## src/rtl/fp_mul_arbiter_if.sv

```systemverilog
// Requester, multiplier and status signals of fp_mul_arbiter.
// The slave modport is the arbiter side. The master modport is the requester/multiplier side.
interface fp_mul_arbiter_if #(
  parameter int unsigned NUM_REQ = 4
);
  logic [NUM_REQ-1:0]    req_valid;
  logic [NUM_REQ-1:0]    req_ready;
  logic [32*NUM_REQ-1:0] req_a;
  logic [32*NUM_REQ-1:0] req_b;
  logic [31:0]           mul_a;
  logic [31:0]           mul_b;
  logic [31:0]           mul_q;
  logic [NUM_REQ-1:0]    resp_valid;
  logic [31:0]           resp_q;
  logic                  idle;
  logic [31:0]           busy_cycles;

  modport slave (
    input  req_valid, req_a, req_b, mul_q,
    output req_ready, mul_a, mul_b, resp_valid, resp_q, idle, busy_cycles
  );

  modport master (
    output req_valid, req_a, req_b, mul_q,
    input  req_ready, mul_a, mul_b, resp_valid, resp_q, idle, busy_cycles
  );
endinterface

```

## src/rtl/fp_mul_arbiter.sv

```systemverilog
// Round-robin issue of operand pairs to one shared pipelined FP multiplier, with tag tracking for result return.
// Optional issue counter on busy_cycles when FP_MUL_ARB_STATS_EN is defined.
module fp_mul_arbiter #(
  parameter int unsigned NUM_REQ = 4,
  parameter int unsigned LATENCY = 5,
  localparam int unsigned TAG_W  = $clog2(NUM_REQ)
) (
  input logic             clk,
  input logic             areset,
  fp_mul_arbiter_if.slave bus
);

  logic [TAG_W-1:0]   rr_ptr_q, rr_ptr_d;
  logic [TAG_W-1:0]   win;
  logic [TAG_W:0]     scan;
  logic [NUM_REQ-1:0] grant;
  logic               issue;
  logic [31:0]        mul_a_q, mul_b_q;
  logic [LATENCY-1:0] pv_q;
  logic [TAG_W-1:0]   ptag_q [LATENCY];
  logic [NUM_REQ-1:0] resp_valid_q;

  // The scan starts at rr_ptr and wraps modulo NUM_REQ. The first valid requester wins.
  always_comb begin
    scan  = '0;
    win   = '0;
    issue = 1'b0;
    for (int unsigned k = 0; k < NUM_REQ; k++) begin
      scan = {1'b0, rr_ptr_q} + (TAG_W+1)'(k);
      if (scan >= (TAG_W+1)'(NUM_REQ)) scan = scan - (TAG_W+1)'(NUM_REQ);
      if (!issue && bus.req_valid[scan[TAG_W-1:0]]) begin
        issue = 1'b1;
        win   = scan[TAG_W-1:0];
      end
    end
    grant    = issue ? (NUM_REQ'(1) << win) : '0;
    rr_ptr_d = (win == TAG_W'(NUM_REQ - 1)) ? '0 : win + TAG_W'(1);
  end

  always_ff @(posedge clk or negedge areset) begin
    if (!areset) begin
      rr_ptr_q     <= '0;
      mul_a_q      <= '0;
      mul_b_q      <= '0;
      pv_q         <= '0;
      resp_valid_q <= '0;
      for (int unsigned i = 0; i < LATENCY; i++) ptag_q[i] <= '0;
    end else begin
      if (issue) begin
        mul_a_q  <= bus.req_a[32*win +: 32];
        mul_b_q  <= bus.req_b[32*win +: 32];
        rr_ptr_q <= rr_ptr_d;
      end
      pv_q[0]   <= issue;
      ptag_q[0] <= win;
      for (int unsigned i = 1; i < LATENCY; i++) begin
        pv_q[i]   <= pv_q[i-1];
        ptag_q[i] <= ptag_q[i-1];
      end
      // The pipe tracks mul_a/mul_b, and mul_q lags them by one edge. This flop closes that gap.
      resp_valid_q <= pv_q[LATENCY-1] ? (NUM_REQ'(1) << ptag_q[LATENCY-1]) : '0;
    end
  end

  assign bus.req_ready  = grant;
  assign bus.mul_a      = mul_a_q;
  assign bus.mul_b      = mul_b_q;
  assign bus.resp_valid = resp_valid_q;
  assign bus.resp_q     = bus.mul_q;
  assign bus.idle       = ~|pv_q && ~|resp_valid_q && ~|bus.req_valid;

`ifdef FP_MUL_ARB_STATS_EN
  logic [31:0] busy_q;

  always_ff @(posedge clk or negedge areset) begin
    if (!areset) begin
      busy_q <= '0;
    end else if (issue && (busy_q != '1)) begin
      busy_q <= busy_q + 32'd1;
    end
  end

  assign bus.busy_cycles = busy_q;
`else
  assign bus.busy_cycles = '0;
`endif

endmodule

```

## src/flat_wrapper.sv

```systemverilog
// flat-port wrapper written by rule: the top's interface ports become plain ports
module fp_mul_arbiter_flat 
#(
  parameter int unsigned NUM_REQ = 4,
  parameter int unsigned LATENCY = 5,
  localparam int unsigned TAG_W  = $clog2(NUM_REQ)
)
  (clk, areset, bus_req_valid, bus_req_a, bus_req_b, bus_mul_q, bus_req_ready, bus_mul_a, bus_mul_b, bus_resp_valid, bus_resp_q, bus_idle, bus_busy_cycles);
  fp_mul_arbiter_if #(.NUM_REQ(NUM_REQ)) bus_i ();
  input logic clk;
  input logic areset;
  input wire logic [$bits(bus_i.req_valid)-1:0] bus_req_valid;
  input wire logic [$bits(bus_i.req_a)-1:0] bus_req_a;
  input wire logic [$bits(bus_i.req_b)-1:0] bus_req_b;
  input wire logic [$bits(bus_i.mul_q)-1:0] bus_mul_q;
  output wire logic [$bits(bus_i.req_ready)-1:0] bus_req_ready;
  output wire logic [$bits(bus_i.mul_a)-1:0] bus_mul_a;
  output wire logic [$bits(bus_i.mul_b)-1:0] bus_mul_b;
  output wire logic [$bits(bus_i.resp_valid)-1:0] bus_resp_valid;
  output wire logic [$bits(bus_i.resp_q)-1:0] bus_resp_q;
  output wire logic [$bits(bus_i.idle)-1:0] bus_idle;
  output wire logic [$bits(bus_i.busy_cycles)-1:0] bus_busy_cycles;
  assign bus_i.req_valid = bus_req_valid;
  assign bus_i.req_a = bus_req_a;
  assign bus_i.req_b = bus_req_b;
  assign bus_i.mul_q = bus_mul_q;
  assign bus_req_ready = bus_i.req_ready;
  assign bus_mul_a = bus_i.mul_a;
  assign bus_mul_b = bus_i.mul_b;
  assign bus_resp_valid = bus_i.resp_valid;
  assign bus_resp_q = bus_i.resp_q;
  assign bus_idle = bus_i.idle;
  assign bus_busy_cycles = bus_i.busy_cycles;
  fp_mul_arbiter #(.NUM_REQ(NUM_REQ), .LATENCY(LATENCY)) u_core (.clk(clk), .areset(areset), .bus(bus_i));
endmodule
```

## config.mk

```make
export PLATFORM = sky130hd
export DESIGN_NAME = fp_mul_arbiter_flat
export DESIGN_NICKNAME = d
export VERILOG_FILES = /design/src/rtl/fp_mul_arbiter_if.sv /design/src/rtl/fp_mul_arbiter.sv /design/src/flat_wrapper.sv
export SDC_FILE = /design/constraint.sdc
export NUM_CORES = 1
export LEC_CHECK = 0
export CAP_MARGIN = 20
export CORE_AREA = 8 8 163 165
export CTS_CLUSTER_DIAMETER = 40
export DETAILED_ROUTE_END_ITERATION = 10
export DIE_AREA = 0 0 171 173
export GPL_ROUTABILITY_DRIVEN = 0
export GPL_TIMING_DRIVEN = 1
export SLEW_MARGIN = 15
export SYNTH_ARGS = -nofsm -noshare
export SYNTH_HDL_FRONTEND = slang
export SYNTH_SLANG_ARGS = --single-unit
```

## constraint.sdc

```tcl
create_clock -name clk -period 5.4 [get_ports clk]
set_input_delay 1.08 -clock clk [delete_from_list [all_inputs] [get_ports clk]]
set_output_delay 1.08 -clock clk [all_outputs]
set_load 0.03 [all_outputs]
```

==> results.toml <==
[status]
run_status = "complete, no violations"

[global_route]
track_usage = 0.1497
grt_remaining_overflow = 0
via_count_of_the_first_global_routing_pass = 5932
global_route_wire_length_before_repair_um = 34690
antenna_found_initial = 0
grt_start_max_net_pins = 72

[clock_tree]
ctsResizeCount = 0
cts_tree = "yes"
cts_max_path_buffers = 2
post_cts.repair.setup_buffers = 0
cts.root.buffer_cell = "sky130_fd_sc_hd__clkbuf_16"
cts-buffers-inserted = 9
numClockSinks = 85
insertion_delay_ns = 0.35
hold_buffers = 0
ctsHtreeMaxLevel = 3
worst_setup_hold_path_clk_slew_ns = 0.08

[floorplanning]
die_area_mm2 = 0.02958
placeableCoreArea_mm2 = 0.02396
initial_core_util = 0.2194
die-height_um = 173
top_level_ports = 431
core.rowCount = 57
die_width_um = 171

[worst_setup_path]
critPathRequiredTime_ns = 4.32
critPathCaptureType = "output pin"
cp_data_arrival_time_ns = 3.43
critical_path_peak_fanout = 66
worst_case_register_to_register_setup_slack_ns = 2.12
worstSetupPathType = "in2out"
timing.critical_path.from_type = "primary input"

[logic_synthesis]
synthTopCellsByArea = "sky130_fd_sc_hd__dfrtp_1, sky130_fd_sc_hd__nand2_1, sky130_fd_sc_hd__a21oi_1"
synth_largest_area_cell = "sky130_fd_sc_hd__dfrtp_1"
syn_inst = 686
post_synth.cell_area_avg_um2 = 7.664
netlist-cell-type-count = 29
synthesis.yosys.warnings = 0
synth_seq_area_share = 0.4046
synth_top_area_share = 0.4046
mappedNetlistArea_mm2 = 0.005258
synth.ff_latch_count = 85

[run]
cap_violations = 0

[sta]
setup-tns-final_ns = 0
slew_headroom = 0.4068
max_clock_freq_mhz = 221.6
worst-slew-pin-transition_ns = 0.8898
finalCriticalPeriod_ns = 4.512
finalSetupViolCount = 0
finalHoldViolations = 0
hold_ws_ns = 0.3373
grt_setup_unrepaired = "no"
fin_worst_skew_ns = 0.01610
fraction_of_the_cycle_the_final_worst_path_needs = 0.8355
timing.final.max_slew_violations = 0

[finish]
fill_cells = 2543
n_antenna_cell = 0
area_delta_synth_final_pct = 67.54
commonest_non_fill_non_tap_cells_in_the_layout = "sky130_fd_sc_hd__clkdlybuf4s50_1, sky130_fd_sc_hd__nand2_1, sky130_fd_sc_hd__a21oi_1"
drive_above_1_share = 0.03634
utilization = 0.3676
layout.cells.most_common = "sky130_fd_sc_hd__clkdlybuf4s50_1"
final_nets = 1253

[min_path]
min-delay-path-class = "reg2reg"

[power]
power.density_mw_per_mm2 = 469.4
total_power_w = 0.004135
power_leakage_nw = 3.978
peakVddDrop_mv = 0.2086

[route]
drc = 0
route.detailed.wl_per_inst_um = 18.15
iter_0_drt_violations = 263
drt_pass1_iterations = 5
antenna_violating_nets_post_route = 0
drt-vias-per-instance = 4.452
wirelength_um = 23350
via_count = 5730

[place]
port_buffers = 334
hpwlAfterDp_um = 17360
-- sequential cells by signal, summed over array words and instances, names as in the netlist --
| register | cells |
|---|---|
| u_core.bus.mul_a | 32 |
| u_core.bus.mul_b | 32 |
| u_core.bus.resp_valid | 4 |
| u_core.ptag_q | 10 |
| u_core.pv_q | 5 |
| u_core.rr_ptr_q | 2 |
-- kinds of logic after synthesis --
family | Yosys count | synth area share
AO/OA/AOI/OAI | 202 | 0.2423
buffers and inverters | 122 | 0.1449
flip-flops | 85 | 0.4046
adder cells (fa/ha/maj) | 1 | 0.002379
AND/OR/NAND/NOR | 273 | 0.2011
other | 1 | 0.0007133
multiplexers | 2 | 0.004046
-- cell usage after synthesis (all sizes together) --
library cell / instances
inv: 8
conb: 1
a21o: 1
a221o: 1
a221oi: 1
mux2i: 1
o22ai: 2
mux2: 1
nor2: 5
clkbuf: 23
o21ai: 1
and3: 1
o2bb2ai: 1
dfrtp: 85
a21oi: 130
or4: 2
a211o: 64
and3b: 1
a21bo: 1
ha: 1
nand2: 258
nor4: 2
buf: 91
nor3b: 2
nor2b: 2
-- routing by layer --
layer	global-route usage	vias up	wire [um]
li1	-	2751	-
met1	0.1678	2650	8936
met2	0.2568	306	11310
met3	0.05762	23	2600
met4	0.04603	0	510
met5	0	-	0
-- worst max-delay path, stage by stage --
cell	delay, ns
sky130_fd_sc_hd__clkdlybuf4s50_1	0.55
sky130_fd_sc_hd__nor4_2	0.34
sky130_fd_sc_hd__buf_4	0.71
sky130_fd_sc_hd__nor2b_1	0.10
sky130_fd_sc_hd__clkdlybuf4s50_1	0.63
-- through the flow --
step           cell area, um2  instances  setup slack (ns)
4_1_cts                  8808       1287            0.8343
3_5_place_dp             8528       1271            0.8376
2_1_floorplan            5374        717             1.401
5_1_grt                  8808       1287            0.7342
3_3_place_gp             8528       1271            0.8334
6_report                 8808       1287            0.8881
-- report_power, final --
group	total [W]	switching, W	internal, W
combinational	0.00245	0.00144	0.00100
clock	0.000605	0.000286	0.000319
sequential	0.00108	0.000169	0.000916
total	0.00414	0.00190	0.00224
-- final timing paths --
check                      cells past startpoint               start              endpoint
max in group asynchronous                      2              areset   u_core.bus.mul_b[0]
hold / removal                                 0    u_core.ptag_q[2]      u_core.ptag_q[0]
hold reg to reg                                0    u_core.ptag_q[2]      u_core.ptag_q[0]
min in group asynchronous                      1              areset   u_core.bus.mul_a[4]
setup / recovery                               5    bus_req_valid[1]      bus_req_ready[3]
setup reg to reg                               9  u_core.rr_ptr_q[1]  u_core.bus.mul_a[21]
-- final cells by class --
cell class	instances	area (um2)	share of cell area
flip-flops and latches	85	2127	0.2415
repair buffers	344	3428	0.3892
multi-input cells	510	2535	0.2878
well taps	324	405.4	0.04602
clock buffers	9	225.2	0.02557
clock inverters	7	55.05	0.006250
inverters	8	32.53	0.003693
Note: power is estimated with default switching activity, not from simulation.
==> patch (config.mk and constraints unchanged) <==
Build with the macro `FP_MUL_ARB_STATS_EN` defined.
--- a/src/rtl/fp_mul_arbiter.sv
+++ b/src/rtl/fp_mul_arbiter.sv
@@ -1,5 +1,7 @@
 // Round-robin issue of operand pairs to one shared pipelined FP multiplier, with tag tracking for result return.
 // Optional issue counter on busy_cycles when FP_MUL_ARB_STATS_EN is defined.
+`define FP_MUL_ARB_STATS_EN
+
 module fp_mul_arbiter #(
   parameter int unsigned NUM_REQ = 4,
   parameter int unsigned LATENCY = 5,
Function: changed (a bounded check fails within 4 cycles, from zero or initial values and one cycle with areset low).
==> patch against the unedited design <==
- sequential power increased by 32%
- area after synthesis grew 24%
- total power is 24% higher
- fmax down 2.9%
- utilization up 8.5 points
- cell area grew 23%
- wire length grew 19%
- sequential cell count grew 32
- setup slack lost 0.14 ns
- critical endpoint is now bus_req_ready[2]
- highest routed layer unchanged
==> patch: results (changes against the unedited design) <==
First-pass DRT Iterations -> 4 (-1)
Dpl ws -> 0.751 ns (-0.0866 ns)
Worst-path fanout max -> 39 (-41%)
Vias in the first global route -> 7213 (+22%)
Tot GR Track Use -> 0.184 (+0.0347)
Clk pin slew, worst setup/hold paths -> 0.06 ns (-0.02 ns)
Fraction of the mapped netlist area in adder cells -> 0.00383 (+0.00145)
Seq/Total Area, Yosys -> 0.448 (+0.0437)
ClkCell Share -> 0.0533 (+0.0215)
Critical path data arrival time -> 3.57 ns (+0.14 ns)
Final Skew -> 0.0128 ns (-0.00328 ns)
Distinct cell type count after synthesis -> 47 (+62%)
WL per Instance -> 19.8 µm (+9.0%)
Status -> completed
Synth Area in Compound Gates -> 0.182 (-0.0607)
Non-clock buffers -> 378 (+9.9%)
Pleak -> 4.55 nW (+14%)
TritonCTS buffer count -> 17 (+8)
Filler Cell Count -> 2386 (-6.2%)
DPL Wire Length -> 21.0 mm (+21%)
Met1 Use GR -> 0.203 (+0.0349)
First-pass GRT wire length -> 42.3 mm (+22%)
Metal3 WL -> 2.62 mm (+0.58%)
Area post-placement -> 10300 µm² (+20%)
Ant diodes -> 1 (+1)
Most frequent cells after synthesis -> 216 x nand2_1, 117 x dfrtp_1, 77 x a21oi_1, 37 x a211o_1, 36 x buf_4
Slowest cell on crit path -> clkdlybuf4s50_1
Fraction of layout cells with a size suffix above 1 -> 0.0819 (+0.0455)
Invs w/o clock -> 10 (+2)
Post-synthesis mux area share -> 0.0531 (+0.0490)
Num sequential -> 117 (+38%)
DR WL met2 -> 13.6 mm (+20%)
Final core utilization -> 0.453 (+0.0852)
Area contributors post-synth -> dfrtp_1 45%, nand2_1 12%, a21oi_1 5.9%
Largest net degree at the start of global routing -> 94 (+31%)
Worst path max stage delay -> 0.75 ns (+0.04 ns)
Placed insts -> 1367 (+7.6%)
Port Buffers -> 366 (+9.6%)
Syn avg cell area -> 8.78 µm² (+15%)
Initial antenna violation count -> 1 (+1)
GRT met3 Usage -> 0.0685 (+0.0109)
WL met1 -> 10.5 mm (+18%)
CTS H-Tree Depth -> 4 (+1)
Non-clock buffers, area share -> 0.346 (-0.0437)
patch: cell count changes in the layout (fill, tap and decap cells not counted), moves of 11 or more:
cell,unedited run,this run
o22ai_1,1,29
clkdlybuf4s50_1,333,364
nor2_1,5,16
a31oi_1,0,28
a21oi_1,130,77
nand2_1,258,216
a211o_1,64,37
dfrtp_1,85,117
xnor2_1,0,22
mux2_2,0,29
nand4_1,0,11
nand3_1,0,19
conb_1,32,0
patch: worst paths after layout:
kind / from / end / slack [ns] / cells after the start
worst max-delay path: bus_req_valid[0] / bus_req_ready[2] / 0.75 / 7
worst min-delay path: u_core.ptag_q[8] / u_core.ptag_q[6] / 0.35 / 0
worst min register to register: u_core.ptag_q[8] / u_core.ptag_q[6] / 0.35 / 0
worst max register to register: u_core.rr_ptr_q[1] / u_core.bus.mul_b[23] / 2.46 / 6
min in group asynchronous: areset / u_core.bus.busy_cycles[23] / 0.79 / 1
max in group asynchronous: areset / u_core.bus.mul_a[8] / 3.66 / 2
patch: worst register-to-register path, cell delays in order, from the launching register on:
cell      delay (ns)
dfrtp_1         0.58
mux2_2          0.41
o221ai_4        0.28
buf_4           0.83
mux2_2          0.50
o22ai_1         0.15
a31oi_1         0.07
patch: cells by family after synthesis:
kind of cell / after synthesis
XOR/XNOR: 27
flip-flops: 117
adder cells (fa/ha/maj): 2
buffers and inverters: 89
AO/OA/AOI/OAI: 183
multiplexers: 31
AND/OR/NAND/NOR: 295
patch: power by group:
group | total (W) | switching (W) | leakage, nW | internal [W]
sequential | 0.00143 | 0.000236 | 1.41 | 0.00119
combinational | 0.00261 | 0.00152 | 2.86 | 0.00109
clock | 0.00111 | 0.000452 | 0.277 | 0.000657
total | 0.00515 | 0.00221 | 4.55 | 0.00294
